## src/rtl/uart_tx_periph_pkg.sv

```systemverilog
// Shared types and constants for the memory-mapped UART transmitter.
package uart_tx_periph_pkg;

    typedef enum logic [1:0] {
        S_IDLE,
        S_START,
        S_DATA,
        S_STOP
    } tx_state_e;

    localparam logic [1:0] REG_TXDATA  = 2'd0;
    localparam logic [1:0] REG_STATUS  = 2'd1;
    localparam logic [1:0] REG_BAUDDIV = 2'd2;

    localparam int STAT_BUSY  = 0;
    localparam int STAT_FULL  = 1;
    localparam int STAT_EMPTY = 2;
    localparam int STAT_OVF   = 3;

    // Divisors below 2 would make a bit period shorter than the FSM can track.
    function automatic logic [15:0] eff_div(input logic [15:0] div);
        return (div < 16'd2) ? 16'd2 : div;
    endfunction

endpackage

```

## src/rtl/uart_tx_periph_if.sv

```systemverilog
// Processor data-bus slice seen by the UART: chip enable, byte enables, word offset, data.
interface uart_tx_periph_if;
    logic        ce;
    logic [3:0]  wbe;
    logic [1:0]  address;
    logic [31:0] data_in;
    logic [31:0] data_out;

    modport master (output ce, wbe, address, data_in, input data_out);
    modport slave  (input ce, wbe, address, data_in, output data_out);
endinterface

```

## src/rtl/sync_fifo.sv

```systemverilog
// Single-clock FIFO with fall-through output; push on a full FIFO succeeds if a pop happens too.
module sync_fifo #(
    parameter int WIDTH = 8,
    parameter int DEPTH = 4
) (
    input  logic                     clk,
    input  logic                     rst_n,
    input  logic                     push,
    input  logic                     pop,
    input  logic [WIDTH-1:0]         din,
    output logic [WIDTH-1:0]         dout,
    output logic                     full,
    output logic                     empty,
    output logic [$clog2(DEPTH):0]   count
);
    localparam int AW = $clog2(DEPTH);

    logic [WIDTH-1:0] mem [DEPTH];
    logic [AW-1:0]    wr_ptr;
    logic [AW-1:0]    rd_ptr;
    logic             do_push;
    logic             do_pop;

    assign full    = (count == (AW+1)'(DEPTH));
    assign empty   = (count == '0);
    assign do_pop  = pop && !empty;
    assign do_push = push && (!full || do_pop);
    assign dout    = mem[rd_ptr];

    // NOTE: the storage array is deliberately not reset; pointers and count define validity.
    always_ff @(posedge clk) begin
        if (do_push) mem[wr_ptr] <= din;
    end

    // NOTE: state is updated with non-blocking assignments so every register samples pre-edge values.
    always_ff @(posedge clk or negedge rst_n) begin
        if (!rst_n) begin
            wr_ptr <= '0;
            rd_ptr <= '0;
            count  <= '0;
        end else begin
            if (do_push) wr_ptr <= wr_ptr + AW'(1);
            if (do_pop)  rd_ptr <= rd_ptr + AW'(1);
            count <= count + (AW+1)'(do_push) - (AW+1)'(do_pop);
        end
    end

endmodule

```

## src/rtl/uart_tx_periph.sv

```systemverilog
// Memory-mapped UART transmitter: register decode, TX FIFO and 8N1 serializer.
module uart_tx_periph
    import uart_tx_periph_pkg::*;
#(
    parameter int CLK_HZ     = 25000000,
    parameter int BAUD       = 115200,
    parameter int FIFO_DEPTH = 4
) (
    input  logic            clk,
    input  logic            rst_n,
    uart_tx_periph_if.slave bus,
    output logic            tx
);
    localparam logic [15:0] DIV_RST = 16'(CLK_HZ / BAUD);
    localparam int          CW      = $clog2(FIFO_DEPTH) + 1;

    logic          wr_en;
    logic          push;
    logic          pop;
    logic          fifo_full;
    logic          fifo_empty;
    logic [7:0]    fifo_dout;
    logic [CW-1:0] fifo_count;
    logic [15:0]   baud_div;
    logic          overflow;

    tx_state_e     state;
    tx_state_e     state_d;
    logic [15:0]   bit_cnt;
    logic [15:0]   bit_cnt_d;
    logic [2:0]    bit_idx;
    logic [2:0]    bit_idx_d;
    logic [7:0]    shift_reg;
    logic [7:0]    shift_d;
    logic          tx_d;
    logic          bit_end;
    logic          unused_bits;

    assign wr_en       = bus.ce && (bus.wbe != 4'b0000);
    assign push        = wr_en && (bus.address == REG_TXDATA) && bus.wbe[0];
    assign bit_end     = (bit_cnt == 16'd0);
    assign unused_bits = ^{bus.data_in[31:16], fifo_count};

    sync_fifo #(
        .WIDTH (8),
        .DEPTH (FIFO_DEPTH)
    ) u_fifo (
        .clk   (clk),
        .rst_n (rst_n),
        .push  (push),
        .pop   (pop),
        .din   (bus.data_in[7:0]),
        .dout  (fifo_dout),
        .full  (fifo_full),
        .empty (fifo_empty),
        .count (fifo_count)
    );

    always_ff @(posedge clk or negedge rst_n) begin
        if (!rst_n) begin
            baud_div <= DIV_RST;
            overflow <= 1'b0;
        end else begin
            if (wr_en && bus.address == REG_BAUDDIV) begin
                if (bus.wbe[0]) baud_div[7:0]  <= bus.data_in[7:0];
                if (bus.wbe[1]) baud_div[15:8] <= bus.data_in[15:8];
            end
            // A byte is only lost when the FIFO is full and nothing leaves it this cycle.
            if (push && fifo_full && !pop)
                overflow <= 1'b1;
            else if (wr_en && bus.address == REG_STATUS && bus.data_in[STAT_OVF])
                overflow <= 1'b0;
        end
    end

    // NOTE: every output of a combinational block gets a default first, so no path can infer a latch.
    always_comb begin
        bus.data_out = '0;
        if (bus.ce && bus.wbe == 4'b0000) begin
            unique case (bus.address)
                REG_STATUS: begin
                    bus.data_out[STAT_BUSY]  = (state != S_IDLE);
                    bus.data_out[STAT_FULL]  = fifo_full;
                    bus.data_out[STAT_EMPTY] = fifo_empty;
                    bus.data_out[STAT_OVF]   = overflow;
                end
                REG_BAUDDIV: bus.data_out[15:0] = baud_div;
                default:     bus.data_out = '0;
            endcase
        end
    end

    always_ff @(posedge clk or negedge rst_n) begin
        if (!rst_n) begin
            state     <= S_IDLE;
            bit_cnt   <= '0;
            bit_idx   <= '0;
            shift_reg <= '0;
            tx        <= 1'b1;
        end else begin
            state     <= state_d;
            bit_cnt   <= bit_cnt_d;
            bit_idx   <= bit_idx_d;
            shift_reg <= shift_d;
            tx        <= tx_d;
        end
    end

    always_comb begin
        state_d = state;
        unique case (state)
            S_IDLE:  if (!fifo_empty) state_d = S_START;
            S_START: if (bit_end) state_d = S_DATA;
            S_DATA:  if (bit_end && bit_idx == 3'd7) state_d = S_STOP;
            S_STOP:  if (bit_end) state_d = fifo_empty ? S_IDLE : S_START;
            default: state_d = S_IDLE;
        endcase
    end

    // Outputs are computed from the next state so tx leaves a register aligned with the state.
    always_comb begin
        pop       = 1'b0;
        bit_cnt_d = bit_cnt;
        bit_idx_d = bit_idx;
        shift_d   = shift_reg;
        tx_d      = 1'b1;

        if (state != S_IDLE && !bit_end)
            bit_cnt_d = bit_cnt - 16'd1;
        else if (state_d != S_IDLE)
            bit_cnt_d = eff_div(baud_div) - 16'd1;
        else
            bit_cnt_d = '0;

        if (state_d == S_START && state != S_START) begin
            pop       = 1'b1;
            shift_d   = fifo_dout;
            bit_idx_d = 3'd0;
        end else if (state == S_DATA && bit_end) begin
            shift_d   = {1'b0, shift_reg[7:1]};
            bit_idx_d = bit_idx + 3'd1;
        end

        unique case (state_d)
            S_START: tx_d = 1'b0;
            S_DATA:  tx_d = shift_d[0];
            default: tx_d = 1'b1;
        endcase
    end

endmodule
```

## src/flat_wrapper.sv

```systemverilog
// flat-port wrapper written by rule: the top's interface ports become plain ports
module uart_tx_periph_flat import uart_tx_periph_pkg::*;
#(
    parameter int CLK_HZ     = 25000000,
    parameter int BAUD       = 115200,
    parameter int FIFO_DEPTH = 4
)
  (clk, rst_n, tx, bus_ce, bus_wbe, bus_address, bus_data_in, bus_data_out);
  uart_tx_periph_if bus_i ();
  input  logic clk;
  input  logic rst_n;
  output logic tx;
  input wire logic [$bits(bus_i.ce)-1:0] bus_ce;
  input wire logic [$bits(bus_i.wbe)-1:0] bus_wbe;
  input wire logic [$bits(bus_i.address)-1:0] bus_address;
  input wire logic [$bits(bus_i.data_in)-1:0] bus_data_in;
  output wire logic [$bits(bus_i.data_out)-1:0] bus_data_out;
  assign bus_i.ce = bus_ce;
  assign bus_i.wbe = bus_wbe;
  assign bus_i.address = bus_address;
  assign bus_i.data_in = bus_data_in;
  assign bus_data_out = bus_i.data_out;
  uart_tx_periph #(.CLK_HZ(CLK_HZ), .BAUD(BAUD), .FIFO_DEPTH(FIFO_DEPTH)) u_core (.clk(clk), .rst_n(rst_n), .bus(bus_i), .tx(tx));
endmodule
```

## config.mk

```make
export PLATFORM = sky130hd
export DESIGN_NAME = uart_tx_periph_flat
export DESIGN_NICKNAME = d
export VERILOG_FILES = /design/src/rtl/uart_tx_periph_pkg.sv /design/src/rtl/uart_tx_periph_if.sv /design/src/rtl/sync_fifo.sv /design/src/rtl/uart_tx_periph.sv /design/src/flat_wrapper.sv
export SDC_FILE = /design/constraint.sdc
export NUM_CORES = 1
export LEC_CHECK = 0
export CAP_MARGIN = 10
export CORE_MARGIN = 1.5
export CORE_UTILIZATION = 37
export CTS_BUF_LIST = sky130_fd_sc_hd__clkbuf_2 sky130_fd_sc_hd__clkbuf_4 sky130_fd_sc_hd__clkbuf_8
export DETAILED_ROUTE_END_ITERATION = 10
export GPL_TIMING_DRIVEN = 0
export PLACE_DENSITY_LB_ADDON = 0.1
export SYNTH_ARGS = -nofsm -noshare
export SYNTH_HDL_FRONTEND = slang
export SYNTH_SLANG_ARGS = --single-unit
```

## constraint.sdc

```tcl
create_clock -name clk -period 6.5 [get_ports clk]
set_input_delay 1.3 -clock clk [delete_from_list [all_inputs] [get_ports clk]]
set_output_delay 1.3 -clock clk [all_outputs]
set_load 0.01 [all_outputs]
```

==> out/metrics.yaml, run 1 <==
outcome:
  run_status: "finished clean"
synth:
  synth.top_cells.by_count: "48 x dfrtp_1, 32 x edfxtp_1, 26 x xnor2_1"
  yosys.area_share.adder_pct: 3.90
  yosys.area_share.simple_pct: 14.7
  synth_top_family_by_area: "simple AND/OR/NAND/NOR gates"
  number_of_enable_flip_flop_cells_after_synthesis: 32
  yosys.cell_count.top_type: "dfrtp_1"
  synthesized_area_fraction_occupied_by_xor_and_xnor_cells_pct: 5.62
  ys_seq_elements: 86
  yosysUniqueCellTypes: 52
  synth.cell_area_um2: 4360
  yosys.area.top_type: "dfrtp_1"
  synth_mux_area_share_pct: 9.90
  synth_top_cells_by_area: "dfrtp_1 28%, edfxtp_1 22%, xnor2_1 5.2%"
  synth_compound_gate_area_share_pct: 8.12
  synthesis.area_per_instance_um2: 12.0
  async_flop_share_pct: 62.8
  post_synth_inst_count: 364
  seq_area_frac_synth_pct: 53.2
  synth_top_area_share_pct: 27.5
  postSynth.topFlopCell: "dfrtp_1"
  synth.yosys.warnings: 0
route:
  vias: 2856
  route.met2.wl_um: 4020
  drt_pass1_iterations: 4
  postRouteWirelength_um: 9220
  routed-wl-met3_um: 257
  routed_wire_length_per_instance_um: 15.9
  initialDrtViolationCount: 149
  number_of_routed_nets_with_antenna_violations: 0
  avgViaCountPerCell: 4.92
  drcViolationCount: 0
  highest_layer: "met4"
  wl_met1_um: 4770
sta:
  final_hold_viol_count: 0
  worst-slew-pin-transition_ns: 1.07
  timing.final.max_slew_violations: 0
  finalSetupViolCount: 0
  clock-skew-final_ns: 0.00762
  slew_headroom_pct: 28.1
  setup_repair_after_global_routing_missed_its_margin: "false"
  post-route-period-util_pct: 76.2
  post-route-min-period_ns: 4.95
  final_ws_setup_ns: 1.55
  maxClockFrequency_ghz: 0.202
  fin_setup_tns_ns: 0
placement:
  post-dp-hpwl_um: 6800
  dp_slack_ns: 1.51
  routabilityCongestion: 0.793
  dp.cells: 564
  post_dp_cell_area_um2: 5020
  place.port_buffers: 41
cells_and_area:
  final_design_area_no_fill_um2: 5220
  finalNetCount: 486
  top_register_by_number_of_flip_flops: "u_core.u_fifo.mem"
  fin_cells: 580
  largestRegisters: "u_core.u_fifo.mem: 32 flops, u_core.baud_div: 16 flops, u_core.bit_cnt: 16 flops"
  largest_register_ffs: 32
  antennaDiodeCount: 0
  layout-drive-gt1-share_pct: 17.2
  area_delta_synth_final_pct: 19.7
  fillers: 1072
clocking:
  worst_setup_hold_path_clk_slew_ns: 0.09
  ctsRootBufferMaster: "clkbuf_8"
  max-clock-path-buffers: 2
  cts_hold_buffers: 0
  tritoncts: "yes"
  cts_inserted_buffers: 9
  clkLatencyLatePin_ns: 0.36
  post-cts-setup-buffers: 0
  cts_max_level: 3
  cts_repair_resize_count: 0
  clkSinkCount: 86
die:
  core-area_um2: 11500
  floorplan.io_pins: 74
  design.die.area_um2: 12400
  die-width_um: 112
  placement_rows: 39
  initial_core_util_pct: 38.0
  fp.dieH_um: 112
critical_path:
  timing.critical_path.to: "bus_data_out[14]"
  critical_path_arrival_ns: 3.65
  setup.reg_to_reg.worst_slack_ns: 3.27
  setup.worst_path.start_class: "input port"
  timing.critical_path.required_ns: 5.20
  criticalPathCategory: "in -> out"
  rr_worst_depth: 12
  critPathLaunch: "bus_wbe[0]"
  end_kind: "primary output"
  worstPathMaxFanout: 10
  worstReg2RegStart: "u_core.baud_div[8]$_DFFE_PN0P_"
  worstReg2RegEnd: "u_core.bit_cnt[10]$_DFF_PN0_"
global_routing:
  grt_overflow_total: 0
  grt_antenna_before_repair: 0
  wire_length_of_the_first_global_routing_pass_um: 15200
  first_global_vias: 2837
  grt_max_degree: 38
  gr-usage-all-layers_pct: 15.9
pwr:
  leakage_nw: 2.04
  power.density_cell_area_nw_per_um2: 339
  ir_drop_v: 0.000165
  power.total_mw: 1.77
flow_run:
  drv_cap: 0
hold_path:
  type_of_the_worst_min_delay_path: "reg -> reg"
-- final cells by class --
type,count,area [µm²],share of cell area [%]
Inverter,9,33.8,0.647
Multi-Input combinational cell,258,1900,36.5
Clock inverter,7,73.8,1.41
Sequential cell,86,2320,44.4
Tap cell,143,179,3.43
Buffer,26,160,3.07
Timing Repair Buffer,42,425,8.15
Clock buffer,9,124,2.37
-- metal layers --
layer | global-route usage [%] | vias up
li1 | - | 1422
met1 | 23.9 | 1368
met2 | 22.9 | 54
met3 | 2.40 | 12
met4 | 6.41 | 0
met5 | 0 | -
-- logic make-up after synthesis --
family	count (synthesis)
flip-flops	86
other	1
AO/OA/AOI/OAI	53
AND/OR/NAND/NOR	117
adder cells (fa/ha/maj)	13
XOR/XNOR	28
buffers and inverters	35
multiplexers	31
-- cells in the final DEF (no fill, tap or decap), types with 8 or more instances in the layout --
cell              n
ha_1             12
dfrtp_1          48
nor4_1            9
o22ai_1          13
buf_4            16
and2_1           19
nand2_1          19
clkbuf_8          9
nor2_1           24
o21ai_0          11
inv_1             9
conb_1           16
mux4_2            8
xnor2_1          26
clkdlybuf4s50_1  40
edfxtp_1         32
mux2_2           16
nor3_1           14
-- power by group --
group	switching, mW	internal [mW]
combinational	0.292	0.269
clock	0.199	0.179
sequential	0.127	0.702
-- critical path: stages --
cell             delay [ns]
clkdlybuf4s50_1        0.52
nor4_1                 0.58
and3_1                 0.26
clkbuf_1               0.27
and2_1                 0.18
clkdlybuf4s50_1        0.53
-- stage by stage --
stage	util, %	hold slack [ns]
2_1_floorplan	-	0.449
3_3_place_gp	43.7	0.463
3_5_place_dp	43.8	0.472
4_1_cts	45.5	0.494
5_1_grt	45.5	0.501
6_report	45.5	0.485
-- worst min path at each step --
| stage | startpoint | endpoint | slack [ns] | cells past startpoint |
|---|---|---|---|---|
| 6_report | u_core.shift_reg[1]$_DFFE_PN0P_ | u_core.shift_reg[1]$_DFFE_PN0P_ | 0.48 | 1 |
| 5_1_grt | u_core.shift_reg[1]$_DFFE_PN0P_ | u_core.shift_reg[1]$_DFFE_PN0P_ | 0.50 | 1 |
| 4_1_cts | u_core.shift_reg[6]$_DFFE_PN0P_ | u_core.shift_reg[6]$_DFFE_PN0P_ | 0.49 | 1 |
| 3_5_place_dp | u_core.shift_reg[2]$_DFFE_PN0P_ | u_core.shift_reg[2]$_DFFE_PN0P_ | 0.47 | 1 |
| 3_3_place_gp | u_core.shift_reg[6]$_DFFE_PN0P_ | u_core.shift_reg[6]$_DFFE_PN0P_ | 0.46 | 1 |
| 2_1_floorplan | u_core.shift_reg[1]$_DFFE_PN0P_ | u_core.shift_reg[1]$_DFFE_PN0P_ | 0.45 | 1 |
No activity file was read; power rests on OpenSTA's default activity.
==> inputs of run 2 (changes only) <==
==> constraint.sdc (replaced) <==
create_clock -name clk -period 5.1 [get_ports clk]
set_input_delay 1.02 -clock clk [delete_from_list [all_inputs] [get_ports clk]]
set_output_delay 1.02 -clock clk [all_outputs]
set_load 0.01 [all_outputs]
==> results of run 2 <==
Same layout as run 1 (identical final DEF). Status: finished clean.
Among the figures that moved: setup slack after placement 1.51 ns -> 0.670 ns; setup slack after layout 1.55 ns -> 0.709 ns; register-to-register setup slack 3.27 ns -> 1.87 ns; total power 1.77 mW -> 2.25 mW; worst IR drop on VDD 0.000165 V -> 0.000210 V
==> inputs of run 3 (changes only) <==
--- a/config.mk
+++ b/config.mk
@@ -6,6 +6,7 @@
 export NUM_CORES = 1
 export LEC_CHECK = 0
 export CAP_MARGIN = 10
+export CORE_ASPECT_RATIO = 1.5
 export CORE_MARGIN = 1.5
 export CORE_UTILIZATION = 37
 export CTS_BUF_LIST = sky130_fd_sc_hd__clkbuf_2 sky130_fd_sc_hd__clkbuf_4 sky130_fd_sc_hd__clkbuf_8
==> run 3 against run 2 <==
Against the previous run: sequential share of layout area increased by 0.15 points; via count rose by 4.4%; first-iteration DRC count increased by 32%; critical path depth stayed put; combinational power fell by 0.6%; hold slack improved by 0.0053 ns; worst setup slack better by 0.18 ns; core utilization is 0.17 points lower; critical path type unchanged; largest cell class unchanged; largest power group unchanged.
==> out/metrics.yaml, run 3 (synthesis gave the netlist of run 1 again) <==
outcome:
  run_status: "finished clean"  # unchanged
route:
  highest_layer: "met4"  # unchanged
  routed-wl-met3_um: 346  # was 257 µm
  vias: 2981  # was 2,856
  route.met2.wl_um: 4650  # was 4020 µm
  routed_wire_length_per_instance_um: 16.1  # was 15.9 µm
  number_of_routed_nets_with_antenna_violations: 0  # unchanged
  initialDrtViolationCount: 196  # was 149
  drcViolationCount: 0  # unchanged
  postRouteWirelength_um: 9440  # was 9220 µm
  drt_pass1_iterations: 4  # unchanged
  wl_met1_um: 4230  # was 4770 µm
  avgViaCountPerCell: 5.08  # was 4.92
placement:
  dp_slack_ns: 0.883  # was 0.670 ns
  post-dp-hpwl_um: 6880  # was 6800 µm
  routabilityCongestion: 0.817  # was 0.793
  place.port_buffers: 41  # unchanged
critical_path:
  critPathSlowestCell: "clkdlybuf4s50_1"  # was nor4_1
  criticalPathCategory: "in -> out"  # unchanged
  timing.critical_path.required_ns: 4.08  # about the same
  end_kind: "primary output"  # unchanged
  cp_common_cell: "clkdlybuf4s50_1"  # unchanged
  setup.reg_to_reg.worst_slack_ns: 1.82  # was 1.87 ns
  crit_buf_inv: 3  # unchanged
  setup.worst_path.start_class: "input port"  # unchanged
  critical_path.cell_chain: "clkdlybuf4s50_1 -> nor4_1 -> and3_1 -> clkbuf_1 -> and2_1 -> clkdlybuf4s50_1"  # unchanged
  critical_path_arrival_ns: 3.19  # was 3.37 ns
  critPathTopFamily: "buffers and inverters"  # unchanged
  worstPathMaxFanout: 10  # unchanged
  timing.critical_path.slowest_cell_delay_ns: 0.53  # was 0.58 ns
pwr:
  ir_drop_v: 0.000181  # was 0.000210 V
  power.density_cell_area_nw_per_um2: 425  # was 432 nW/µm²
  power.total_mw: 2.21  # was 2.25 mW
  leakage_nw: 2.02  # was 2.04 nW
clocking:
  clkSinkCount: 86  # unchanged
  clkLatencyLatePin_ns: 0.37  # was 0.36 ns
  cts_repair_resize_count: 0  # unchanged
  cts_hold_buffers: 0  # unchanged
  post-cts-setup-buffers: 0  # unchanged
  ctsRootBufferMaster: "clkbuf_8"  # unchanged
  cts_max_level: 3  # unchanged
  max-clock-path-buffers: 2  # unchanged
  worst_setup_hold_path_clk_slew_ns: 0.09  # about the same
  cts_inserted_buffers: 9  # unchanged
  tritoncts: "yes"  # unchanged
flow_run:
  drv_cap: 0  # unchanged
cells_and_area:
  antennaDiodeCount: 0  # unchanged
  final_cell_mix: "48 x dfrtp_1, 40 x clkdlybuf4s50_1, 32 x edfxtp_1, 26 x xnor2_1, 24 x nor2_1"  # unchanged
  top_register_by_number_of_flip_flops: "u_core.u_fifo.mem"  # unchanged
  layout.cells.most_common: "dfrtp_1"  # unchanged
  largest_register_ffs: 32  # unchanged
  layout-drive-gt1-share_pct: 16.9  # was 17.2%
  area_delta_synth_final_pct: 19.3  # was 19.7%
  finalNetCount: 486  # unchanged
  largestRegisters: "u_core.u_fifo.mem: 32 flops, u_core.baud_div: 16 flops, u_core.bit_cnt: 16 flops"  # unchanged
sta:
  final_ws_setup_ns: 0.892  # was 0.709 ns
  final_hold_viol_count: 0  # unchanged
  maxClockFrequency_ghz: 0.238  # was 0.228 GHz
  finalHoldWorstSlack_ns: 0.490  # was 0.485 ns
  slew_headroom_pct: 22.6  # was 28.1%
  setup_repair_after_global_routing_missed_its_margin: "false"  # unchanged
  finalSetupViolCount: 0  # unchanged
  timing.final.max_slew_violations: 0  # unchanged
  post-route-period-util_pct: 82.5  # was 86.1%
  clock-skew-final_ns: 0.00773  # was 0.00762 ns
  fin_setup_tns_ns: 0  # unchanged
  post-route-min-period_ns: 4.21  # was 4.39 ns
  worst-slew-pin-transition_ns: 1.15  # was 1.07 ns
global_routing:
  wire_length_of_the_first_global_routing_pass_um: 15400  # was 15,200 µm
  grt_max_degree: 32  # was 38
  grt_antenna_before_repair: 0  # unchanged
  gr-usage-all-layers_pct: 16.3  # was 15.9%
  first_global_vias: 2962  # was 2,837
  grt_overflow_total: 0  # unchanged
die:
  die-width_um: 91.6  # was 112 µm
  fp.dieH_um: 136  # was 112 µm
  initial_core_util_pct: 38.0  # about the same
  placement_rows: 48  # was 39
  design.die.area_um2: 12500  # was 12,400 µm²
  core-area_um2: 11500  # about the same
  floorplan.io_pins: 74  # unchanged
hold_path:
  type_of_the_worst_min_delay_path: "reg -> reg"  # unchanged
[run 3: cell types whose count changed in the layout (fill, tap and decap cells not counted)]
cell	previous run	this run
clkinv_2	1	0
clkinvlp_4	0	3
bufinv_16	1	0
clkinv_1	1	2
clkinv_4	3	0
inv_6	1	2
[run 3: report_power, final]
group | switching (mW) | internal, mW
combinational | 0.369 | 0.344
clock | 0.260 | 0.177
sequential | 0.168 | 0.894
[run 3: worst paths after layout]
| kind | startpoint | depth (start not counted) | to |
|---|---|---|---|
| min | u_core.shift_reg[1]$_DFFE_PN0P_ | 1 | u_core.shift_reg[1]$_DFFE_PN0P_ |
| min in group asynchronous | rst_n | 1 | u_core.baud_div[8]$_DFFE_PN0P_ |
| max in group asynchronous | rst_n | 2 | u_core.tx$_DFF_PN1_ |
| max reg2reg | u_core.bit_cnt[0]$_DFF_PN0_ | 8 | u_core.u_fifo.mem[2][0]$_DFFE_PP_ |
| max | bus_wbe[0] | 6 | bus_data_out[13] |
| min reg2reg | u_core.shift_reg[1]$_DFFE_PN0P_ | 1 | u_core.shift_reg[1]$_DFFE_PN0P_ |
[run 3: layout make-up]
cell class	count	area [µm²]
Fill cell	1063	6270
Timing Repair Buffer	42	425
Multi-Input combinational cell	258	1900
Inverter	9	33.8
Clock inverter	7	47.5
Clock buffer	9	124
Tap cell	150	188
Sequential cell	86	2320
Buffer	26	160
[run 3: layer usage]
metal,global-route usage (%),up-vias
met5,0,-
met4,7.99,0
met3,2.57,14
met2,27.2,85
met1,20.7,1456
li1,-,1426
[run 3: stage by stage]
step	utilization, %	cell area, µm²	cells
final	45.3	5200	587
after floorplan	-	4420	379
after CTS	45.3	5200	587
after global placement	43.7	5010	570
after global routing	45.3	5200	587
after detailed placement	43.8	5030	571
==> variant, RTL diff (settings of run 3) <==
`FIFO_DEPTH` is set to 4 in 2 places; all go to 8.
--- a/src/rtl/uart_tx_periph.sv
+++ b/src/rtl/uart_tx_periph.sv
@@ -4,7 +4,7 @@
 #(
     parameter int CLK_HZ     = 25000000,
     parameter int BAUD       = 115200,
-    parameter int FIFO_DEPTH = 4
+    parameter int FIFO_DEPTH = 8
 ) (
     input  logic            clk,
     input  logic            rst_n,
--- a/src/flat_wrapper.sv
+++ b/src/flat_wrapper.sv
@@ -3,7 +3,7 @@
 #(
     parameter int CLK_HZ     = 25000000,
     parameter int BAUD       = 115200,
-    parameter int FIFO_DEPTH = 4
+    parameter int FIFO_DEPTH = 8
 )
   (clk, rst_n, tx, bus_ce, bus_wbe, bus_address, bus_data_in, bus_data_out);
   uart_tx_periph_if bus_i ();
Function: changed (Yosys sat finds a counterexample within 10 cycles, from zero or initial values and one cycle with rst_n low).
==> variant against run 3 <==
Routed wire length up 31%. Global-route usage up 0.093 points. Final area up 33%. Die area up 31%. Sequential cell count up 35. Setup slack worse by 0.074 ns. Synthesized area up 32%. Total power up 41%. Clock skew up 0.0070 ns. Critical endpoint is now bus_data_out[7]. Highest routed layer unchanged.
==> variant: results (changes against run 3) <==
| Metric | Value |
|---|---|
| Status | `complete, no violations` |
| Worst-path clk slew | `0.07 ns (-0.02 ns)` |
| Filler cell count | `1,425 (+34%)` |
| Worst Hold Endpoint | `u_core.shift_reg[1]` |
| Post-layout nets | `561 (+15%)` |
| GR Util All Layers | `16.4% (+0.093 points)` |
| Least-Margin Pin Slew | `0.867 ns (-0.284 ns)` |
| HPWL after detailed placement | `9.28 mm (+35%)` |
| Top flop regs | `u_core.u_fifo.mem: 64 flops, u_core.baud_div: 16 flops, u_core.bit_cnt: 16 flops` |
| Hold depth | `1 (unchanged)` |
| Number of synthesized flops with an enable pin | `64 (+100%)` |
| H-Tree Depth | `4 (+1)` |
| Register area share after synthesis | `58.4% (+5.2 points)` |
| Final wirelength | `12.3 mm (+31%)` |
| Crit path arrival time | `3.26 ns (+0.07 ns)` |
| GPL Wtd Cong | `0.778 (-4.8%)` |
| Async set-reset flop share out of synthesis | `47.1% (-16 points)` |
| Number of DRC markers in iteration 0 | `122 (-38%)` |
| RR Endpoint | `u_core.bit_cnt[10]` |
| Largest net degree at the start of global routing | `35 (+9.4%)` |
| Ys flop type | `edfxtp_1` |
| Lkg Pwr | `0.00260 µW (+29%)` |
| Cells on worst reg2reg path | `11 (+3)` |
| Worst r2r src | `u_core.baud_div[8]` |
| Top cells by area, synth | `edfxtp_1 33%, dfrtp_1 22%, mux4_2 6.3%, xnor2_1 3.5%, mux2_2 3.3%` |
| Vias in the first global route | `3,836 (+30%)` |
| Global-route wire length before repair | `20.2 mm (+31%)` |
| Num CTS Buffers | `17 (+8)` |
| Worst skew pair latency | `0.44 ns (+0.07 ns)` |
| Worst R2R Setup Slack | `1.64 ns (-0.18 ns)` |
| Drt via density | `4.96 (-2.3%)` |
| Clock skew | `0.0148 ns (+0.00704 ns)` |
| Peak supply drop | `0.251 mV (+38%)` |
| Synth top cells by count | `64 x edfxtp_1, 51 x dfrtp_1, 29 x nor2_1` |
| Postcts setup bufs | `0 (unchanged)` |
-- variant: cells by family after synthesis --
group	synth area share, %
AOI/OAI and AO/OA	5.81
other	0.0652
adders and majority gates	3.61
and+or+nand+nor	11.3
buffers and inverters	4.16
xor gates and xnor gates	5.03
muxes	11.7
DFF	58.4
-- variant: worst max path at each step --
| stage | from | to | cells past startpoint |
|---|---|---|---|
| CTS | bus_wbe[0] | bus_data_out[7] | 6 |
| global placement | bus_wbe[0] | bus_data_out[7] | 6 |
| floorplan | u_core.baud_div[8] | u_core.bit_cnt[10] | 11 |
| detailed placement | bus_wbe[0] | bus_data_out[7] | 6 |
| global route | bus_wbe[1] | bus_data_out[7] | 6 |
| finish | bus_wbe[1] | bus_data_out[7] | 6 |
-- variant: through the flow --
| stage | area (µm²) | std cells | setup WS (ns) | hold WS (ns) |
|---|---|---|---|---|
| floorplan | 5810 | 438 | 2.02 | 0.470 |
| global placement | 6460 | 678 | 0.730 | 0.491 |
| detailed placement | 6530 | 684 | 0.766 | 0.503 |
| CTS | 6930 | 716 | 0.749 | 0.511 |
| global route | 6930 | 716 | 0.547 | 0.537 |
| finish | 6930 | 716 | 0.818 | 0.508 |
-- variant: layout make-up --
class | instances | area [µm²] | area share [%]
tap | 199 | 249 | 3.59
timing repair buffer | 47 | 455 | 6.57
multi-input combinational | 271 | 2230 | 32.2
clock inverter | 13 | 145 | 2.09
inverter | 16 | 60.1 | 0.866
buffer | 30 | 179 | 2.58
sequential | 121 | 3360 | 48.4
clock buffer | 19 | 255 | 3.68
-- variant: power by group through the flow --
| stage | combinational [µW] | clock, µW | sequential [µW] |
|---|---|---|---|
| 6_report | 879 | 855 | 1380 |
| 5_1_grt | 993 | 919 | 1410 |
| 4_1_cts | 898 | 879 | 1380 |
| 3_5_place_dp | 897 | 0 | 1400 |
| 3_3_place_gp | 864 | 0 | 1400 |
| 2_1_floorplan | 685 | 0 | 1350 |
-- variant: critical path, stage by stage --
cell	delay, ns
clkdlybuf4s50_1	0.44
nor4_1	0.51
and3_1	0.29
clkbuf_1	0.29
and2_1	0.18
clkdlybuf4s50_1	0.54
-- variant: routing by layer --
| layer | GRT usage [%] | vias up | routed length (µm) |
|---|---|---|---|
| met5 | 0 | - | 0 |
| met4 | 6.52 | 0 | 233 |
| met3 | 4.01 | 16 | 263 |
| met2 | 32.2 | 58 | 7110 |
| met1 | 16.3 | 1788 | 4720 |
| li1 | - | 1690 | - |
